### src/rtl/scan_memory_bank.sv
// Word-addressed register-file memory with registered read, a sequential clear
// engine and a full-array scan chain that takes priority over every other operation.
module scan_memory_bank #(
    parameter int ADDR_WIDTH = 5,
    parameter int DATA_WIDTH = 8,
    parameter int MEM_SIZE   = 32
) (
    input  logic                  clk,
    input  logic                  rst_n,
    input  logic                  wr_en,
    input  logic [ADDR_WIDTH-1:0] wr_addr,
    input  logic [DATA_WIDTH-1:0] wr_data,
    input  logic                  rd_en,
    input  logic [ADDR_WIDTH-1:0] rd_addr,
    output logic [DATA_WIDTH-1:0] rd_data,
    output logic                  rd_valid,
    output logic                  addr_err,
    input  logic                  clr_start,
    output logic                  busy,
    output logic                  clr_done,
    input  logic                  scan_enable,
    input  logic                  scan_in,
    output logic                  scan_out
);

    typedef enum logic {IDLE, CLEAR} state_t;

    // One extra bit so MEM_SIZE == 2**ADDR_WIDTH is representable as the limit.
    localparam logic [ADDR_WIDTH:0]   MEM_LIM  = (ADDR_WIDTH+1)'(MEM_SIZE);
    localparam logic [ADDR_WIDTH-1:0] LAST_IDX = ADDR_WIDTH'(MEM_SIZE - 1);

    state_t                state;
    logic [DATA_WIDTH-1:0] mem [MEM_SIZE];
    logic [ADDR_WIDTH-1:0] clr_cnt;

    logic                  wr_ok;
    logic                  rd_ok;
    logic                  clr_active;
    logic                  do_wr;
    logic                  wr_err;
    logic                  do_rd;
    logic                  rd_err;
    logic [ADDR_WIDTH-1:0] rd_idx;

    assign wr_ok      = {1'b0, wr_addr} < MEM_LIM;
    assign rd_ok      = {1'b0, rd_addr} < MEM_LIM;
    assign clr_active = (state == CLEAR) && !scan_enable;
    assign do_wr      = wr_en && !scan_enable && (state == IDLE) && wr_ok;
    assign wr_err     = wr_en && !scan_enable && (state == IDLE) && !wr_ok;
    assign do_rd      = rd_en && !scan_enable;
    assign rd_err     = do_rd && !rd_ok;
    // Out-of-range addresses never reach the array decode.
    assign rd_idx     = rd_ok ? rd_addr : '0;
    assign scan_out   = mem[MEM_SIZE-1][DATA_WIDTH-1];

    always_ff @(posedge clk or negedge rst_n) begin
        if (!rst_n) begin
            for (int i = 0; i < MEM_SIZE; i++) begin
                mem[i] <= '0;
            end
        end else if (scan_enable) begin
            mem[0] <= {mem[0][DATA_WIDTH-2:0], scan_in};
            for (int i = 1; i < MEM_SIZE; i++) begin
                mem[i] <= {mem[i][DATA_WIDTH-2:0], mem[i-1][DATA_WIDTH-1]};
            end
        end else if (clr_active) begin
            mem[clr_cnt] <= '0;
        end else if (do_wr) begin
            mem[wr_addr] <= wr_data;
        end
    end

    always_ff @(posedge clk or negedge rst_n) begin
        if (!rst_n) begin
            state    <= IDLE;
            clr_cnt  <= '0;
            busy     <= 1'b0;
            clr_done <= 1'b0;
            rd_valid <= 1'b0;
            rd_data  <= '0;
            addr_err <= 1'b0;
        end else begin
            rd_valid <= do_rd;
            addr_err <= wr_err || rd_err;
            clr_done <= 1'b0;
            if (do_rd) begin
                rd_data <= rd_ok ? mem[rd_idx] : '0;
            end
            case (state)
                IDLE: begin
                    if (clr_start && !scan_enable) begin
                        state   <= CLEAR;
                        clr_cnt <= '0;
                        busy    <= 1'b1;
                    end
                end
                CLEAR: begin
                    if (!scan_enable) begin
                        if (clr_cnt == LAST_IDX) begin
                            state    <= IDLE;
                            busy     <= 1'b0;
                            clr_done <= 1'b1;
                        end else begin
                            clr_cnt <= clr_cnt + 1'b1;
                        end
                    end
                end
            endcase
        end
    end

endmodule

### config.mk
export PLATFORM = sky130hd
export DESIGN_NAME = scan_memory_bank
export DESIGN_NICKNAME = d
export VERILOG_FILES = /design/src/rtl/scan_memory_bank.sv
export SDC_FILE = /design/constraint.sdc
export NUM_CORES = 1
export LEC_CHECK = 0
export ABC_AREA = 1
export ABC_CLOCK_PERIOD_IN_PS = 3360
export CORE_AREA = 2 2 220 222
export CTS_BUF_LIST = sky130_fd_sc_hd__clkbuf_16
export DETAILED_ROUTE_END_ITERATION = 10
export DIE_AREA = 0 0 222 224
export SETUP_SLACK_MARGIN = 0.1
export SYNTH_ARGS = -nofsm -noshare
export SYNTH_HDL_FRONTEND = slang
export SYNTH_SLANG_ARGS = --single-unit
### constraint.sdc
create_clock -name clk -period 3.36 [get_ports clk]
set_input_delay 0.672 -clock clk [delete_from_list [all_inputs] [get_ports clk]]
set_output_delay 0.672 -clock clk [all_outputs]
set_load 0.005 [all_outputs]
# Word-level counts from Yosys, hierarchy flattened

Cells that the tools add are included.

Register bits: 273
Input bits: 25

Add/sub/neg operators: 1
Magnitude comparators: 5
Eq/ne operators: 5
Multiplexer cells: 26
Bitwise logic cells: 6
Reductions and logical operators: 11

Operators by type and width:

| kind                                                                 | number |
|---|---|
| 256-bit two-way mux                                                  | 3 |
| 256-bit AND                                                          | 1 |
| 256-bit bitwise mux                                                  | 1 |
| 256-bit inverter                                                     | 1 |
| 8-bit demux with 5-bit select                                        | 2 |
| 8-bit binary-select mux with 5-bit select                            | 1 |
| 8-bit two-way mux                                                    | 4 |
| 6-bit >= comparator, second input constant                           | 3 |
| 5-bit inverter with 6-bit output                                     | 3 |
| 5-bit two-way mux                                                    | 3 |
| 6-bit by 1-bit < comparator with 1-bit output, second input constant | 2 |
| 5-bit case mux with 2 select lines                                   | 1 |
| 1-bit two-way mux                                                    | 9 |
| 1-bit logical AND                                                    | 7 |
| 3-bit AND reduction                                                  | 2 |
| 5-bit by 1-bit adder with 5-bit output, second input constant        | 1 |
| 5-bit equality test, second input constant                           | 1 |
| 2-bit by 1-bit != test with 1-bit output, second input constant      | 2 |
| 2-bit != test, second input constant                                 | 2 |
| 1-bit case mux with 2 select lines                                   | 2 |
| 3-bit nonzero test                                                   | 1 |
| 1-bit zero test                                                      | 1 |
| 1-bit inverter                                                       | 1 |

# Logic depth before layout (Yosys ltp)

Gate-level depths: netlist of the first run.

Depth after elaboration: 9
Gate-level depth with buffers: 11
Mapped depth without buffers: 10

# Worst setup path before layout of the first run

Ideal clock, no wire load.

Kind: input -> register
Start: in wr_en
End: reg mem[100] in the netlist's numbering
Setup time: 0.126 ns
Data arrival time: 1.757 ns
Required time: 3.234 ns
Path slack: 1.477 ns
Cell stages on the path: 7
Buffers on the path: 2
Path through: buf_4 > inv_2 > buf_6 > o21ai_4 > inv_2 > a21oi_4 > o21ai_2

Cells in the longest elaborated chain, start to end: 3

RTL lines:

| element                             | line | text |
|---|---|---|
| start, declared                     | 10   | `input logic wr_en,` |
| 1-bit logical AND (2 in a row)      | n/a  |  |
| 3-bit nonzero test (no source line) | n/a  |  |
| end signal, assigned by index       | 64   | `mem[i] <= {mem[i][DATA_WIDTH-2:0], mem[i-1][DATA_WIDTH-1]};` |
| end signal, assigned by index       | 69   | `mem[wr_addr] <= wr_data;` |
| end, declared                       | 33   | `logic [DATA_WIDTH-1:0] mem [MEM_SIZE];` |

Every way passes these cells.
A chain may end at the register's enable or synchronous reset.

# Final worst setup path of the first run

Start: in wr_addr[1]
End: reg mem[74] in the netlist's numbering

Cells in the longest elaborated chain, start to end: 9
Elaborated cells between the ends (all ways): 10
Classes of those cells: 2 x order compare; 6 x mux; 1 x bitwise; 1 x reduce/logical

RTL lines:

| element                                                                                                    | line | text |
|---|---|---|
| start, declared                                                                                            | 11   | `input logic [ADDR_WIDTH-1:0] wr_addr,` |
| 5-bit inverter with 6-bit output (implied by the code) (*)                                                 | 69   |  |
| 6-bit >= comparator (implied by the code) or 6-bit by 1-bit < comparator with 1-bit output (tied branches) | 69   |  |
| 1-bit logical AND (implied by the code)                                                                    | 69   |  |
| 8-bit two-way mux (implied by the code)                                                                    | 69   |  |
| 8-bit demux with 5-bit select (*)                                                                          | 69   |  |
| 256-bit bitwise mux (*)                                                                                    | 69   |  |
| 256-bit two-way mux (*)                                                                                    | 68   | `end else if (do_wr) begin` |
| 256-bit two-way mux (*)                                                                                    | 66   | `end else if (clr_active) begin` |
| 256-bit two-way mux (*)                                                                                    | 61   | `end else if (scan_enable) begin` |

Mark *: on every way between the ends. The rest lies on a longest branch, timed or not. The select of a mux whose other input is x is not followed.

==> impl_metrics.yaml, run 1 <==
pwr:
  irDropWorstVdd_uv: 338.3
  internal-power_mw: 6.875
  p_sw_share_pct: 36.51
  p_seq_share_pct: 39.7
  p_leak_nw: 7.584
  p_clk_share_pct: 32.1
  combPwrFrac_pct: 28.2
  power.density_mw_per_mm2: 582.2
  power.net_switching_mw: 3.953
clock_network:
  cts-htree-levels: 2
  postCtsSetupBuffers: 0
  cts.hold.buffers_added: 0
  clockRootBuffer: "clkbuf_16"
  cts.sinks: 273
  clk_latency_ns: 0.52
  clk_path_buf_depth: 3
  path_clk_slew_ns: 0.05
  cts.repair.resized: 0
  numCtsBuffers: 34
  cts_tree: "built"
critical_path:
  cp_cell_sequence: "clkdlybuf4s50_1 > nand2_1 > inv_2 > nand2_2 > o21ai_4 > inv_2 > a21oi_4 > o21ai_0"
  cp.arrival_ns: 2.77
  r2r_cells: 5
  crit_top_cell: "inv_2"
  reg2reg_to: "mem[205]$_DFFE_PN0P_"
  cp.required_ns: 3.75
  cp_slowest_cell: "clkdlybuf4s50_1"
  r2r-start: "clr_cnt[0]$_DFFE_PN0P_"
  cp-end-kind: "register"
  slowest_delay_ns: 0.57
  worstSetupPathType: "in2reg"
  cp-start-kind: "primary input"
  r2r_slack_ns: 1.15
  cp_max_fo: 9
place:
  pre_cts_ws_ns: 0.5011
  dpl.hpwl_microns: 36160
  portBuffers: 36
  placed_cell_area_sq_mm: 0.01758
  gp_congestion: 0.8801
synth:
  synth.net_count: 2266
  ys_seq_elements: 273
  synth-seq-area-share_pct: 41.51
  syn_inst: 2236
  ys_warn_count: 0
  syn_area_per_cell_sq_um: 7.360
  syn-cell-area_sq_mm: 0.01646
  yosysUniqueCellTypes: 29
finish:
  final_cell_area_sq_mm: 0.01860
  n_antenna_cell: 0
  fill_cells: 4892
  fin_nets: 2254
  syn_to_final_growth_pct: 13.01
  drive_gt1_share_pct: 11.32
global_routing:
  grt_antenna_before_repair: 0
  grt_max_degree: 129
  grt_pass1_wl_microns: 88810
  grt_use_total_pct: 22.56
  grt_pass1_vias: 15350
  globalRoute.totalOverflow: 0
die:
  die-area_sq_mm: 0.04973
  start_util_pct: 34.76
  ioPinCount: 38
  die_h_microns: 224
  num_rows: 80
  coreArea_sq_mm: 0.04735
  fp.dieW_microns: 222
timing:
  tightest_slew_ns: 0.9306
  fin_setup_tns_ns: 0
  period_share_pct: 70.96
  clock_skew_ns: 0.01955
  rsz0062_at_grt: "false"
  hold_viol: 0
  slew_viol_final: 0
  final.min_clock_period_ns: 2.384
  max_clock_freq_ghz: 0.4194
  setup_violations: 0
  slew_headroom_pct: 37.87
  final.setup.worst_slack_ns: 0.9756
run:
  max_cap_viol_count: 0
routing:
  via_per_inst: 5.576
  firstDrtPassIters: 5
  routed.top_layer: "met4"
  post_drt_wl_per_cell_microns: 19.87
  met2WireLength_microns: 25970
  routed-via-count: 15940
  wl_met1_microns: 24840
  drt_iter0_markers: 1669
  ant_nets: 0
  drc_errors: 0
  wirelength_microns: 56800
  dr_wl_met3_microns: 4380
min_path:
  hold_path.class: "in2async"
status:
  status: "finished, final reports clean"
## routing by layer
| metal | track usage [%] | vias to the layer above |
|---|---|---|
| li1 | - | 7393 |
| met1 | 31.69 | 7750 |
| met2 | 35.60 | 677 |
| met3 | 3.594 | 117 |
| met4 | 7.127 | 0 |
| met5 | 0 | - |
## area by class of cell
type	count	area, sq um	area share [%]
flip-flops and latches	273	6832	36.73
repair buffers	70	838.3	4.508
inverters	335	1275	6.855
clock inverters	20	137.6	0.7400
multi-input cells	1510	7870	42.32
clock buffers	35	875.8	4.709
well taps	615	769.5	4.138
## worst max-delay path by stage
stage                start                    to  slack (ns)  cells after the start
5_1_grt        scan_enable  mem[222]$_DFFE_PN0P_        0.88                      6
3_3_place_gp    wr_addr[0]  mem[247]$_DFFE_PN0P_        0.54                      7
3_5_place_dp   scan_enable  mem[149]$_DFFE_PN0P_        0.50                      8
4_1_cts        scan_enable  mem[149]$_DFFE_PN0P_        1.02                      8
6_report        wr_addr[1]   mem[74]$_DFFE_PN0P_        0.98                      8
2_1_floorplan        wr_en  mem[100]$_DFFE_PN0P_        1.48                      7
## cells in the final DEF, fill, tap and decap left out, drive strengths merged, types with 33 or more instances in the layout
cell type      instances
inv                  335
a21oi                 50
clkdlybuf4s50         33
nand2                665
nand3                221
dfrtp                273
o22ai                255
clkbuf                35
o21ai                279
buf                   37
## registers in the layout, summed over array words and instances, names as in the netlist
name,flops
clr_done,1
mem,255
busy,1
rd_valid,1
clr_cnt,5
state,1
scan_out,1
rd_data,8
## through the flow
| stage | utilization (%) | total power, mW | hold slack [ns] | cells |
|---|---|---|---|---|
| after floorplan | - | 6.286 | 0.3764 | 2236 |
| after global placement | 37.14 | 7.286 | 0.4764 | 2803 |
| after detailed placement | 37.14 | 7.344 | 0.4758 | 2803 |
| after global routing | 39.28 | 11.39 | 0.1539 | 2858 |
| after CTS | 39.28 | 10.83 | 0.1298 | 2858 |
| final | 39.28 | 10.83 | 0.1081 | 2858 |
## cell usage after synthesis
cell type    n  area [sq um]
buf_6        2         22.52
o21ai_0    158         790.8
buf_4        4         30.03
conb_1       1         3.750
nand4_1      1         6.260
nand2_2      4         25.02
inv_1      304          1141
ha_1         5         62.56
o21ai_1     17         85.08
nor2_1      21         78.83
buf_2       15         75.07
o21ai_4     16         260.3
a21oi_4     16         260.3
nor2_4       2         22.52
o21ai_2     88         770.7
nand2_4     12         135.1
nor3_1       7         35.03
xor2_1       1         8.760
nand2_1    649          2436
inv_2       25         93.84
dfrtp_1    273          6832
clkbuf_1    60         225.2
buf_1       37         138.9
a21oi_1     34         170.2
clkinv_4     1         8.760
clkinv_2     5         25.02
nor2_2       2         12.51
o22ai_1    255          1595
nand3_1    221          1106
## power groups by stage
| stage | Clock, mW | Combinational (mW) | Sequential [mW] |
|---|---|---|---|
| finish | 3.48 | 3.05 | 4.30 |
| global route | 3.66 | 3.36 | 4.37 |
| detailed placement | 0 | 3.00 | 4.34 |
| floorplan | 0 | 2.06 | 4.23 |
| global placement | 0 | 2.96 | 4.33 |
| CTS | 3.52 | 3.02 | 4.29 |
## cells by family after synthesis
kind of cell    after synthesis  share of synthesized area, %
compound gates              584                         23.90
xor+xnor                      1                       0.05323
fa+ha+maj                     5                        0.3801
buf+inv                     453                         10.70
flops                       273                         41.51
other cells                   1                       0.02279
simple gates                919                         23.44
## critical path, delay by kind of cell
kind                   cells  cell delay [ns]
AO/OA/AOI/OAI              3             0.70
buffers and inverters      3             0.91
AND/OR/NAND/NOR            2             0.48
No activity file was read; power rests on OpenSTA's default activity.
==> run 2: changes to the inputs <==
--- a/config.mk
+++ b/config.mk
@@ -6,7 +6,7 @@
 export NUM_CORES = 1
 export LEC_CHECK = 0
 export ABC_AREA = 1
-export ABC_CLOCK_PERIOD_IN_PS = 3360
+export ABC_CLOCK_PERIOD_IN_PS = 2000
 export CORE_AREA = 2 2 220 222
 export CTS_BUF_LIST = sky130_fd_sc_hd__clkbuf_16
 export DETAILED_ROUTE_END_ITERATION = 10
==> constraint.sdc (replaced) <==
create_clock -name clk -period 2 [get_ports clk]
set_input_delay 0.4 -clock clk [delete_from_list [all_inputs] [get_ports clk]]
set_output_delay 0.4 -clock clk [all_outputs]
set_load 0.005 [all_outputs]
==> impl_metrics.yaml, run 2 (same netlist as run 1, synthesis figures left out) <==
status:
  status: "finished, final reports clean"
timing:
  tightest_slew_ns: 0.5770
  clock_skew_ns: 0.02486
  max_clock_freq_ghz: 0.5457
  slew_viol_final: 0
  hold_viol: 0
  setup_violations: 0
  fin_setup_tns_ns: 0
  period_share_pct: 91.63
  slew_headroom_pct: 61.53
  final.setup.worst_slack_ns: 0.1674
  final.min_clock_period_ns: 1.833
  timing.hold.ws_ns: 0.4260
  rsz0062_at_grt: "false"
die:
  die-area_sq_mm: 0.04973
  start_util_pct: 34.76
  coreArea_sq_mm: 0.04735
  fp.dieW_microns: 222
  ioPinCount: 38
  die_h_microns: 224
  num_rows: 80
critical_path:
  path_buf_inv: 1
  cp_top_family: "buffers and inverters"
  worstSetupPathType: "reg2out"
  cp_max_fo: 3
  r2r-start: "state$_DFF_PN0_"
  cp-start-kind: "register"
  cp.arrival_ns: 1.43
  cp.required_ns: 1.60
  cp_cell_sequence: "clkdlybuf4s50_1"
  slowest_delay_ns: 0.52
  cp-end-kind: "output pin"
  worstSetupStartpoint: "scan_out$_DFFE_PN0P_"
  cp_slowest_cell: "clkdlybuf4s50_1"
clock_network:
  cts_tree: "built"
  cts-htree-levels: 2
  clk_latency_ns: 0.55
  path_clk_slew_ns: 0.06
  postCtsSetupBuffers: 0
  clk_path_buf_depth: 3
  clockRootBuffer: "clkbuf_16"
  numCtsBuffers: 35
  cts.sinks: 273
pwr:
  power.net_switching_mw: 6.828
  p_sw_share_pct: 35.83
  p_seq_share_pct: 37.9
  irDropWorstVdd_uv: 573.6
  finalPower_mw: 19.06
  combPwrFrac_pct: 30.9
  power.density_mw_per_mm2: 946.1
  p_leak_nw: 8.452
  p_clk_share_pct: 31.2
  internal-power_mw: 12.23
global_routing:
  grt_use_total_pct: 23.30
  grt_pass1_vias: 16230
  globalRoute.totalOverflow: 0
  grt_pass1_wl_microns: 91670
  grt_antenna_before_repair: 0
  grt_max_degree: 62
place:
  dpl.hpwl_microns: 40060
  placed_cell_area_sq_mm: 0.01908
  gp_congestion: 0.9567
  pre_cts_ws_ns: -0.3165
  place_inst: 2946
  portBuffers: 36
run:
  max_cap_viol_count: 0
routing:
  firstDrtPassIters: 5
  post_drt_wl_per_cell_microns: 19.13
  drc_errors: 0
  wirelength_microns: 57550
  drt_iter0_markers: 1567
  routed-via-count: 16430
  ant_nets: 0
  via_per_inst: 5.461
finish:
  largest_register: "mem"
  drive_gt1_share_pct: 16.63
  final_cell_area_sq_mm: 0.02014
  final_common_cell: "nand2_1"
  fin_nets: 2399
  fin_util_pct: 42.55
  syn_to_final_growth_pct: 22.41
  reg.largest.list: "mem: 255 flops, rd_data: 8 flops, clr_cnt: 5 flops"
  final_cell_mix: "nand2_1, inv_1, dfrtp_1, o22ai_1, nand3_1"
  n_antenna_cell: 0
  largest_reg_flops: 255
  fin_cells: 3008
min_path:
  hold_path.class: "in2async"
-- run 2: cell types whose count changed in the layout (fill, tap and decap cells not counted), sizes merged --
cell	delta
buf	+143
bufinv	-1
clkbuf	+2
clkdlybuf4s50	-2
clkinv	+3
dlygate4sd2	+2
dlygate4sd3	+1
inv	+2
-- run 2: power groups by stage --
stage | clock [mW] | combinational (mW) | sequential, mW
floorplan | 0 | 3.46 | 7.10
global placement | 0 | 5.71 | 7.26
detailed placement | 0 | 5.80 | 7.28
CTS | 6.07 | 5.83 | 7.21
global route | 6.27 | 6.47 | 7.36
finish | 5.95 | 5.89 | 7.22
-- run 2: timing repair --
action                     4_1_cts  5_1_grt
setup endpoints to repair        2        1
hold buffers                     1        0
hold endpoints to repair        50        0
resized for setup                4        1
-- run 2: area by class of cell --
type,instances,area [sq um]
fill,4819,27200
clock buffer,37,925.9
timing repair buffer,214,2345
clock inverter,24,122.6
tap,615,769.5
sequential,273,6834
multi-input combinational,1510,7873
inverter,335,1275
-- run 2: routing by layer --
layer / global-route usage [%] / part of all wire (%)
met5: 0 / 0
met2: 36.18 / 45
met1: 31.95 / 44
met4: 9.394 / 3.7
met3: 4.499 / 7.4
-- run 2: path summary, 6_finish.rpt --
kind,endpoint,slack (ns),cells past startpoint
max reg2reg,mem[236]$_DFFE_PN0P_,0.28,8
min reg2reg,rd_data[3]$_DFFE_PN0P_,0.48,2
max in group asynchronous,mem[9]$_DFFE_PN0P_,0.93,3
max,scan_out,0.17,1
min in group clk,rd_data[3]$_DFFE_PN0P_,0.48,2
min,mem[85]$_DFFE_PN0P_,0.43,2
